[config.mk]
export PLATFORM = sky130hd
export DESIGN_NAME = mem_port_arbiter
export DESIGN_NICKNAME = d
export VERILOG_FILES = /design/src/rtl/mem_port_arbiter.sv
export SDC_FILE = /design/constraint.sdc
export NUM_CORES = 1
export LEC_CHECK = 0
export CAP_MARGIN = 5
export CORE_AREA = 2 2 106 108
export CTS_BUF_LIST = sky130_fd_sc_hd__clkbuf_16
export DETAILED_ROUTE_END_ITERATION = 8
export DIE_AREA = 0 0 108 110
export MAX_ROUTING_LAYER = met4
export PLACE_DENSITY = 0.7
export SLEW_MARGIN = 20
export SYNTH_ARGS = -nofsm -noshare
export SYNTH_HDL_FRONTEND = slang
export SYNTH_SLANG_ARGS = --single-unit
[constraint.sdc]
create_clock -name clk_i -period 4.5 [get_ports clk_i]
set_clock_uncertainty 0.1 [all_clocks]
set_input_delay 0.675 -clock clk_i [delete_from_list [all_inputs] [get_ports clk_i]]
set_output_delay 0.675 -clock clk_i [all_outputs]
set_load 0.03 [all_outputs]
[src/rtl/mem_port_arbiter.sv]
// mem_port_arbiter
//   Shares one single-ported memory between the instruction-fetch (IF) and
//   load/store (LS) requesters. At most one request is granted per cycle. Read
//   data returns one cycle after the grant and is routed back to its owner.
//   LS has priority, but IF is forced through after MAX_LS_STREAK consecutive
//   LS grants while it waits. Stores below ROM_END are accepted but suppressed
//   and flagged with ls_rsp_err_o.
//
// Ports
//   clk_i, rst_ni                     clock, asynchronous active-low reset
//   if_req_valid_i/ready_o/addr_i     fetch request handshake
//   if_flush_i                        drop in-flight IF response, block IF grant
//   if_rsp_valid_o/data_o             fetch response (no backpressure)
//   ls_req_valid_i/ready_o/addr_i     load/store request handshake
//   ls_req_wenable_i/wwidth_i/wdata_i store qualifiers
//   ls_rsp_valid_o/data_o/err_o       load/store response
//   mem_addr_o/wdata_o/wenable_o/wwidth_o  memory control bundle
//   mem_rdata_i                       memory read data, one cycle after address
//
// Write width encoding: 2'd0 byte, 2'd1 half, 2'd2 word.

module mem_port_arbiter #(
   parameter int unsigned       XLEN          = 32,
   parameter int unsigned       MAX_LS_STREAK = 4,
   parameter logic [XLEN-1:0]   ROM_END       = 'h0800
) (
   input  logic            clk_i,
   input  logic            rst_ni,

   input  logic            if_req_valid_i,
   output logic            if_req_ready_o,
   input  logic [XLEN-1:0] if_req_addr_i,
   input  logic            if_flush_i,
   output logic            if_rsp_valid_o,
   output logic [XLEN-1:0] if_rsp_data_o,

   input  logic            ls_req_valid_i,
   output logic            ls_req_ready_o,
   input  logic [XLEN-1:0] ls_req_addr_i,
   input  logic            ls_req_wenable_i,
   input  logic [1:0]      ls_req_wwidth_i,
   input  logic [XLEN-1:0] ls_req_wdata_i,
   output logic            ls_rsp_valid_o,
   output logic [XLEN-1:0] ls_rsp_data_o,
   output logic            ls_rsp_err_o,

   output logic [XLEN-1:0] mem_addr_o,
   output logic [XLEN-1:0] mem_wdata_o,
   output logic            mem_wenable_o,
   output logic [1:0]      mem_wwidth_o,
   input  logic [XLEN-1:0] mem_rdata_i
);

   localparam logic [3:0] MaxStreak = 4'(MAX_LS_STREAK);
   localparam logic [1:0] WriteByte = 2'd0;

   logic [3:0] streak_q, streak_d;
   logic       pend_valid_q, pend_valid_d;
   logic       pend_ls_q, pend_ls_d;      // owner: 1 = LS, 0 = IF
   logic       pend_err_q, pend_err_d;
   logic       pend_write_q, pend_write_d;

   logic       grant_if, grant_ls, ls_rom_hit;

   // Grants are gated by reset so neither ready can rise while rst_ni is low.
   always_comb begin
      grant_if   = rst_ni && if_req_valid_i && !if_flush_i &&
                   (!ls_req_valid_i || (streak_q == MaxStreak));
      grant_ls   = rst_ni && ls_req_valid_i && !grant_if;
      ls_rom_hit = ls_req_addr_i < ROM_END;
   end

   assign if_req_ready_o = grant_if;
   assign ls_req_ready_o = grant_ls;

   // Issue-cycle memory control.
   always_comb begin
      mem_addr_o    = '0;
      mem_wdata_o   = '0;
      mem_wenable_o = 1'b0;
      mem_wwidth_o  = WriteByte;
      if (grant_if) begin
         mem_addr_o = if_req_addr_i;
      end else if (grant_ls) begin
         mem_addr_o    = ls_req_addr_i;
         mem_wdata_o   = ls_req_wdata_i;
         mem_wwidth_o  = ls_req_wwidth_i;
         mem_wenable_o = ls_req_wenable_i && !ls_rom_hit;
      end
   end

   // Streak counts LS grants that IF had to sit through; any cycle without an
   // IF request breaks the run.
   always_comb begin
      streak_d = streak_q;
      if (!if_req_valid_i || grant_if) begin
         streak_d = '0;
      end else if (grant_ls && (streak_q < MaxStreak)) begin
         streak_d = streak_q + 4'd1;
      end
   end

   // Pending response bookkeeping: reloaded on every edge, so a cycle without
   // an accept leaves nothing pending.
   always_comb begin
      pend_valid_d = grant_if || grant_ls;
      pend_ls_d    = grant_ls;
      pend_write_d = grant_ls && ls_req_wenable_i;
      pend_err_d   = grant_ls && ls_req_wenable_i && ls_rom_hit;
   end

   always_ff @(posedge clk_i or negedge rst_ni) begin
      if (!rst_ni) begin
         streak_q     <= '0;
         pend_valid_q <= 1'b0;
         pend_ls_q    <= 1'b0;
         pend_err_q   <= 1'b0;
         pend_write_q <= 1'b0;
      end else begin
         streak_q     <= streak_d;
         pend_valid_q <= pend_valid_d;
         pend_ls_q    <= pend_ls_d;
         pend_err_q   <= pend_err_d;
         pend_write_q <= pend_write_d;
      end
   end

   // Response cycle. Data outputs are zeroed whenever their valid is low.
   always_comb begin
      if_rsp_valid_o = pend_valid_q && !pend_ls_q && !if_flush_i;
      if_rsp_data_o  = if_rsp_valid_o ? mem_rdata_i : '0;
      ls_rsp_valid_o = pend_valid_q && pend_ls_q;
      ls_rsp_data_o  = (ls_rsp_valid_o && !pend_write_q) ? mem_rdata_i : '0;
      ls_rsp_err_o   = ls_rsp_valid_o && pend_write_q && pend_err_q;
   end

endmodule

==> results of run 1 <==
flip-flops by register name (all words and copies together) (netlist names):
register and flops:
streak_q 4, pend_write_q 1, pend_ls_q 1, pend_valid_q 1, pend_err_q 1
cell usage in the layout (no fill, tap or decap):
cell type / netlist / routed
a211oi_4: 1 / 1
a21oi_1: 2 / 2
a22o_1: 32 / 32
and2_1: 99 / 99
and3_1: 1 / 1
and4bb_2: 1 / 1
buf_12: 0 / 2
buf_4: 0 / 4
clkbuf_16: 0 / 3
clkdlybuf4s50_1: 0 / 269
dfrtp_1: 8 / 8
ha_1: 2 / 2
inv_1: 6 / 6
mux2i_1: 1 / 1
nand2_1: 3 / 3
nand2b_1: 1 / 1
nand3b_4: 1 / 1
nor2_1: 1 / 1
nor2b_1: 1 / 1
nor3_1: 4 / 4
nor3b_1: 2 / 1
nor3b_2: 0 / 1
nor4_1: 5 / 5
o2111ai_1: 1 / 1
o211a_1: 1 / 1
o311a_1: 1 / 1
xnor2_1: 1 / 1
routing by layer:
| metal | track usage | vias up | share of wire |
|---|---|---|---|
| met3 | 0.0270 | 7 | 0.10 |
| met1 | 0.146 | 1042 | 0.38 |
| li1 | - | 1185 | - |
| met4 | 0.0229 | 0 | 0.0086 |
| met2 | 0.256 | 172 | 0.51 |
| met5 | - | - | 0 |
kinds of logic after synthesis:
| family | synth area share |
|---|---|
| compound gates | 0.234 |
| xor+xnor | 0.00604 |
| buf+inv | 0.0802 |
| fa+ha+maj | 0.0172 |
| mux | 0.00690 |
| flops | 0.138 |
| simple gates | 0.518 |
path summary, 6_finish.rpt:
kind | cells after the start | to | from
min reg2reg | 1 | streak_q[3] | streak_q[3]
min | 1 | streak_q[3] | streak_q[3]
max in group asynchronous | 1 | pend_write_q | rst_ni
max | 5 | mem_wdata_o[30] | rst_ni
max reg2reg | 6 | streak_q[3] | streak_q[0]
min in group asynchronous | 1 | pend_ls_q | rst_ni
cell type report:
cell class,instances,area share
Timing Repair Buffer,275,0.631
Sequential cell,8,0.0458
Inverter,6,0.00515
Clock buffer,3,0.0172
Tap cell,140,0.0400
Multi-Input combinational cell,161,0.261
report_power, final:
group          switching, mW  internal, mW
Clock                 0.0353         0.115
Combinational          0.163         0.203
Sequential           0.00154        0.0748
Total                  0.200         0.392
worst reg2reg max path, delay by kind of cell (launching register included):
family                   cells  cell delay, ns
flip-flops                   1            0.40
AO/OA/AOI/OAI                1            0.24
adder cells (fa/ha/maj)      1            0.20
buffers and inverters        2            0.45
AND/OR/NAND/NOR              2            0.21
through the flow:
step | hold WS (ns) | power, mW | std cells | util
after floorplan | 0.279 | 0.224 | 191 | -
after global placement | 0.445 | 0.441 | 590 | 0.402
after detailed placement | 0.462 | 0.445 | 590 | 0.402
after CTS | 0.470 | 0.595 | 593 | 0.409
after global routing | 0.490 | 0.615 | 593 | 0.409
final | 0.467 | 0.592 | 593 | 0.409
==> impl_results.md, run 1 <==
* Final antenna-violating net count at 0
* Slew headroom at 0.614
* Final slew viol count at 0
* Post-CTS sizing at 0
* CP Buf/Inv Count at 3
* Setup_tns at 0 ns
* Max-Cap Viols at 0
* Status: finished, final reports clean
* Worst skew pair latency at 0.23 ns
* Setup CP Type: in2out
* Max Fclk at 0.259 GHz
* Initial core utilization at 0.136
* Nets at 593
* Fin crit share at 0.857
* Tightest Hold Check Type: reg2reg
* Leakage Power at 1.69 nW
* Setup ws final at 0.642 ns
* Synth area leader: and2_1
* Asr flop ratio synth at 1.00
* Syn Std Cell Area at 0.00145 mm2
* Row count at 38
* Worst path most repeated cell: clkdlybuf4s50_1
* Post-Route WL at 8690 um
* TritonCTS Buffers at 3
* CP Launch Type: primary input
* Hold buffers post-CTS at 0
* Final RePlAce weighted congestion at 0.949
* Post-synth net total at 329
* # Post-CTS Setup Buffers at 0
* Global route overflow at 0
* Mean cell area of the mapped netlist at 7.60 um2
* Worst Path Max Fanout at 69
* Number of enable flip-flop cells after synthesis at 0
* Area occupied by multi-input gates at 0.00114 mm2
* Post-synth top area share at 0.427
* Unique masters post-synth at 25
* Core ar. at 0.0107 mm2
* Buffers on Ports at 271
* Dpl hpwl at 7650 um
* Global-route wire length before repair at 12300 um
* Wire per inst at 14.7 um
* Die H at 110 um
* DRC at 0
* DRT Pass-1 Iters at 4
* Area Growth Syn to Fin at 201%
* Worst Path Required at 3.72 ns
* Largest net degree at the start of global routing at 70
* FILL cells at 1044
* Primary FF master, synth: dfrtp_1
* CTS tree: built
* Most numerous cell in the Yosys netlist: and2_1
* Critical path's largest stage delay at 0.75 ns
* RSZ-0062 raised after global routing: no
* Design area at 0.00438 mm2
* FF/Latch Area at 200 um2
* CP top delay family: buffers and inverters
* Antenna fix cells at 0
* Clock buffer depth at 2
* Reg2Reg Setup Slack at 2.77 ns
* Antenna violations before repair at 0
* Post-Synthesis Cells at 191
* PD cells at 135 mW/mm2
* Synth warn at 0
* Fin crit period at 3.86 ns
* Io pins at 272
* Setup violations, final at 0
* CTS clock-pin slew for the worst setup and hold paths at 0.04 ns
* Synth top cells by count: 99 x and2_1, 32 x a22o_1, 9 x clkbuf_1
* Worst Max-Slew Pin Slew at 0.579 ns
* Crit. End Element: primary output
* CTS root buffer: clkbuf_16
* Slowest CP cell: clkdlybuf4s50_1
* Maximum VDD drop at 0.000104 V
* Placed Area at 0.00430 mm2
* Via/cell ratio at 4.06
* GRT Util Overall at 0.134
* Post-synthesis register bit count at 8
* Place WS at 0.577 ns
* Area contributors post-synth: and2_1 43%, a22o_1 19%, dfrtp_1 14%
* Worst-path cell chain: clkdlybuf4s50_1 > o211a_1 > buf_4 > and2_1 > clkdlybuf4s50_1
* Sequential fraction of the synthesis area at 0.138
* Final hold violation count at 0
* Die ar. at 0.0119 mm2
* Layout cell share with drive strength beyond 1 at 0.0287
* CTS H-tree depth at 1
* Crit path DAT at 3.08 ns
* DR iter-0 viols at 89
* Clock Sinks at 8
* Die width at 108 um
* Vias in the first global route at 2382
* Via count at 2406
No activity file was read; power rests on OpenSTA's default activity.
==> run 2: changes to the inputs <==
--- a/constraint.sdc
+++ b/constraint.sdc
@@ -4,2 +4,2 @@
 set_output_delay 0.675 -clock clk_i [all_outputs]
-set_load 0.03 [all_outputs]
+set_load 0.01 [all_outputs]
==> impl_results.md, run 2 (synthesized netlist as in run 1, its figures left out) <==
* Status: finished, final reports clean (unchanged)
* Sequential power share at 0.146 (was 0.129)
* Clock Sinks at 8 (unchanged)
* Crit. End Element: primary output (unchanged)
* Leakage Power at 1.69 nW (about the same)
* DRT Pass-1 Iters at 4 (unchanged)
* Setup violations, final at 0 (unchanged)
* Die H at 110 um (unchanged)
* Maximum VDD drop at 0.0000964 V (was 0.000104 V)
* Tightest Hold Check Type: reg2reg (unchanged)
* Slowest CP cell: clkdlybuf4s50_1 (unchanged)
* Area Growth Syn to Fin at 201% (about the same)
* Placed Area at 0.00429 mm2 (was 0.00430 mm2)
* Via/cell ratio at 4.09 (was 4.06)
* Worst-path cell chain: clkdlybuf4s50_1 > o211a_1 > buf_12 > a22o_1 > clkdlybuf4s50_1 (was clkdlybuf4s50_1 > o211a_1 > buf_4 > and2_1 > clkdlybuf4s50_1)
* Die ar. at 0.0119 mm2 (unchanged)
* CP top delay family: buffers and inverters (unchanged)
* DR iter-0 viols at 71 (was 89)
* Final antenna-violating net count at 0 (unchanged)
* RSZ-0062 raised after global routing: no (unchanged)
* Commonest cells after routing, fill and taps aside: 271 x clkdlybuf4s50_1, 99 x and2_1, 32 x a22o_1 (was 269 x clkdlybuf4s50_1, 99 x and2_1, 32 x a22o_1)
* Slew headroom at 0.655 (was 0.614)
* Final RePlAce weighted congestion at 0.934 (was 0.949)
* Hold buffers post-CTS at 0 (unchanged)
* CTS H-tree depth at 1 (unchanged)
* TritonCTS Buffers at 3 (unchanged)
* Sw Ratio at 0.253 (was 0.337)
* Place WS at 0.632 ns (was 0.577 ns)
* Critical path's largest stage delay at 0.74 ns (was 0.75 ns)
* Dpl hpwl at 7680 um (was 7650 um)
* Net Sw Power at 0.133 mW (was 0.200 mW)
* Placed cells at 590 (unchanged)
* Antenna violations before repair at 0 (unchanged)
* Final hold violation count at 0 (unchanged)
* Worst Path Max Fanout at 50 (was 69)
* Max-Cap Viols at 0 (unchanged)
* DRC at 0 (unchanged)
* Nets at 593 (unchanged)
* Setup ws final at 0.696 ns (was 0.642 ns)
* Largest net degree at the start of global routing at 51 (was 70)
* Clock Power Share at 0.281 (was 0.253)
* Most flops, register: streak_q (unchanged)
* Buffers on Ports at 271 (unchanged)
* Global route overflow at 0 (unchanged)
* Wire per inst at 14.7 um (about the same)
* CP Buf/Inv Count at 3 (unchanged)
* Layout cell share with drive strength beyond 1 at 0.0243 (was 0.0287)
* Fin cells at 593 (unchanged)
* Final slew viol count at 0 (unchanged)
* CTS tree: built (unchanged)
* Logic pwr share at 0.573 (was 0.618)
* Post-CTS sizing at 0 (unchanged)
* Antenna fix cells at 0 (unchanged)
* Fin util at 0.408 (was 0.409)
* Worst Path Required at 3.72 ns (about the same)
* Clock buffer depth at 2 (unchanged)
* Crit path DAT at 3.03 ns (was 3.08 ns)
* Worst path most repeated cell: clkdlybuf4s50_1 (unchanged)
* Global-route wire length before repair at 12400 um (was 12300 um)
* Worst skew pair latency at 0.23 ns (about the same)
* CTS clock-pin slew for the worst setup and hold paths at 0.03 ns (was 0.04 ns)
* Die width at 108 um (unchanged)
* Worst Max-Slew Pin Slew at 0.518 ns (was 0.579 ns)
* Design area at 0.00437 mm2 (was 0.00438 mm2)
* Io pins at 272 (unchanged)
* GRT Util Overall at 0.136 (was 0.134)
* Setup_tns at 0 ns (unchanged)
* # Post-CTS Setup Buffers at 0 (unchanged)
* Row count at 38 (unchanged)
* Fin crit period at 3.80 ns (was 3.86 ns)
* Setup CP Type: in2out (unchanged)
* CTS root buffer: clkbuf_16 (unchanged)
* FILL cells at 1077 (was 1044)
* Initial core utilization at 0.136 (unchanged)
* Vias in the first global route at 2481 (was 2382)
* Largest register FFs at 4 (unchanged)
* Post-Route WL at 8690 um (about the same)
* Fin crit share at 0.845 (was 0.857)
* Core ar. at 0.0107 mm2 (unchanged)
* Via count at 2425 (was 2406)
* PD cells at 120 mW/mm2 (was 135 mW/mm2)
* Internal at 0.392 mW (about the same)
* Commonest non-fill, non-tap cell in the layout: clkdlybuf4s50_1 (unchanged)
* CP Launch Type: primary input (unchanged)
* Max Fclk at 0.263 GHz (was 0.259 GHz)
-- run 2: per-layer routing --
layer	vias to the layer above	GRT usage	wire, um
met1	1061	0.147	3310
met3	10	0.0294	885
met5	-	-	0
met4	0	0.0311	163
met2	171	0.256	4340
li1	1183	-	-
-- run 2: power groups by stage --
| stage | combinational (mW) | sequential (mW) | clock, mW |
|---|---|---|---|
| 2_1_floorplan | 0.0820 | 0.0769 | 0 |
| 3_3_place_gp | 0.299 | 0.0773 | 0 |
| 3_5_place_dp | 0.302 | 0.0774 | 0 |
| 4_1_cts | 0.304 | 0.0766 | 0.149 |
| 5_1_grt | 0.320 | 0.0768 | 0.153 |
| 6_report | 0.301 | 0.0766 | 0.147 |
-- run 2: through the flow --
step	hold slack (ns)	total power [mW]
4_1_cts	0.478	0.529
3_5_place_dp	0.473	0.380
6_report	0.474	0.524
3_3_place_gp	0.458	0.377
2_1_floorplan	0.279	0.159
5_1_grt	0.497	0.550
-- run 2: worst paths after layout --
path	endpoint	slack, ns	cells after the start	from
hold / removal	streak_q[3]	0.47	1	streak_q[3]
min in group asynchronous	streak_q[3]	0.66	1	rst_ni
setup reg to reg	streak_q[3]	2.78	6	streak_q[0]
hold reg to reg	streak_q[3]	0.47	1	streak_q[3]
setup / recovery	mem_addr_o[14]	0.70	5	rst_ni
max in group asynchronous	pend_ls_q	3.34	1	rst_ni
-- run 2: cell type report --
type	count	area [um2]	share of cell area
Tap cell	140	175	0.0401
Multi-Input combinational cell	161	1140	0.261
Sequential cell	8	200	0.0458
Inverter	6	22.5	0.00516
Timing Repair Buffer	275	2760	0.631
Clock buffer	3	75.1	0.0172
-- run 2: worst reg2reg max path, stage by stage (launching register included) --
cell and delay [ns]:
dfrtp_1 0.40, inv_1 0.07, ha_1 0.20, nand3b_4 0.11, a211oi_4 0.23, buf_4 0.38
nor3b_1 0.10
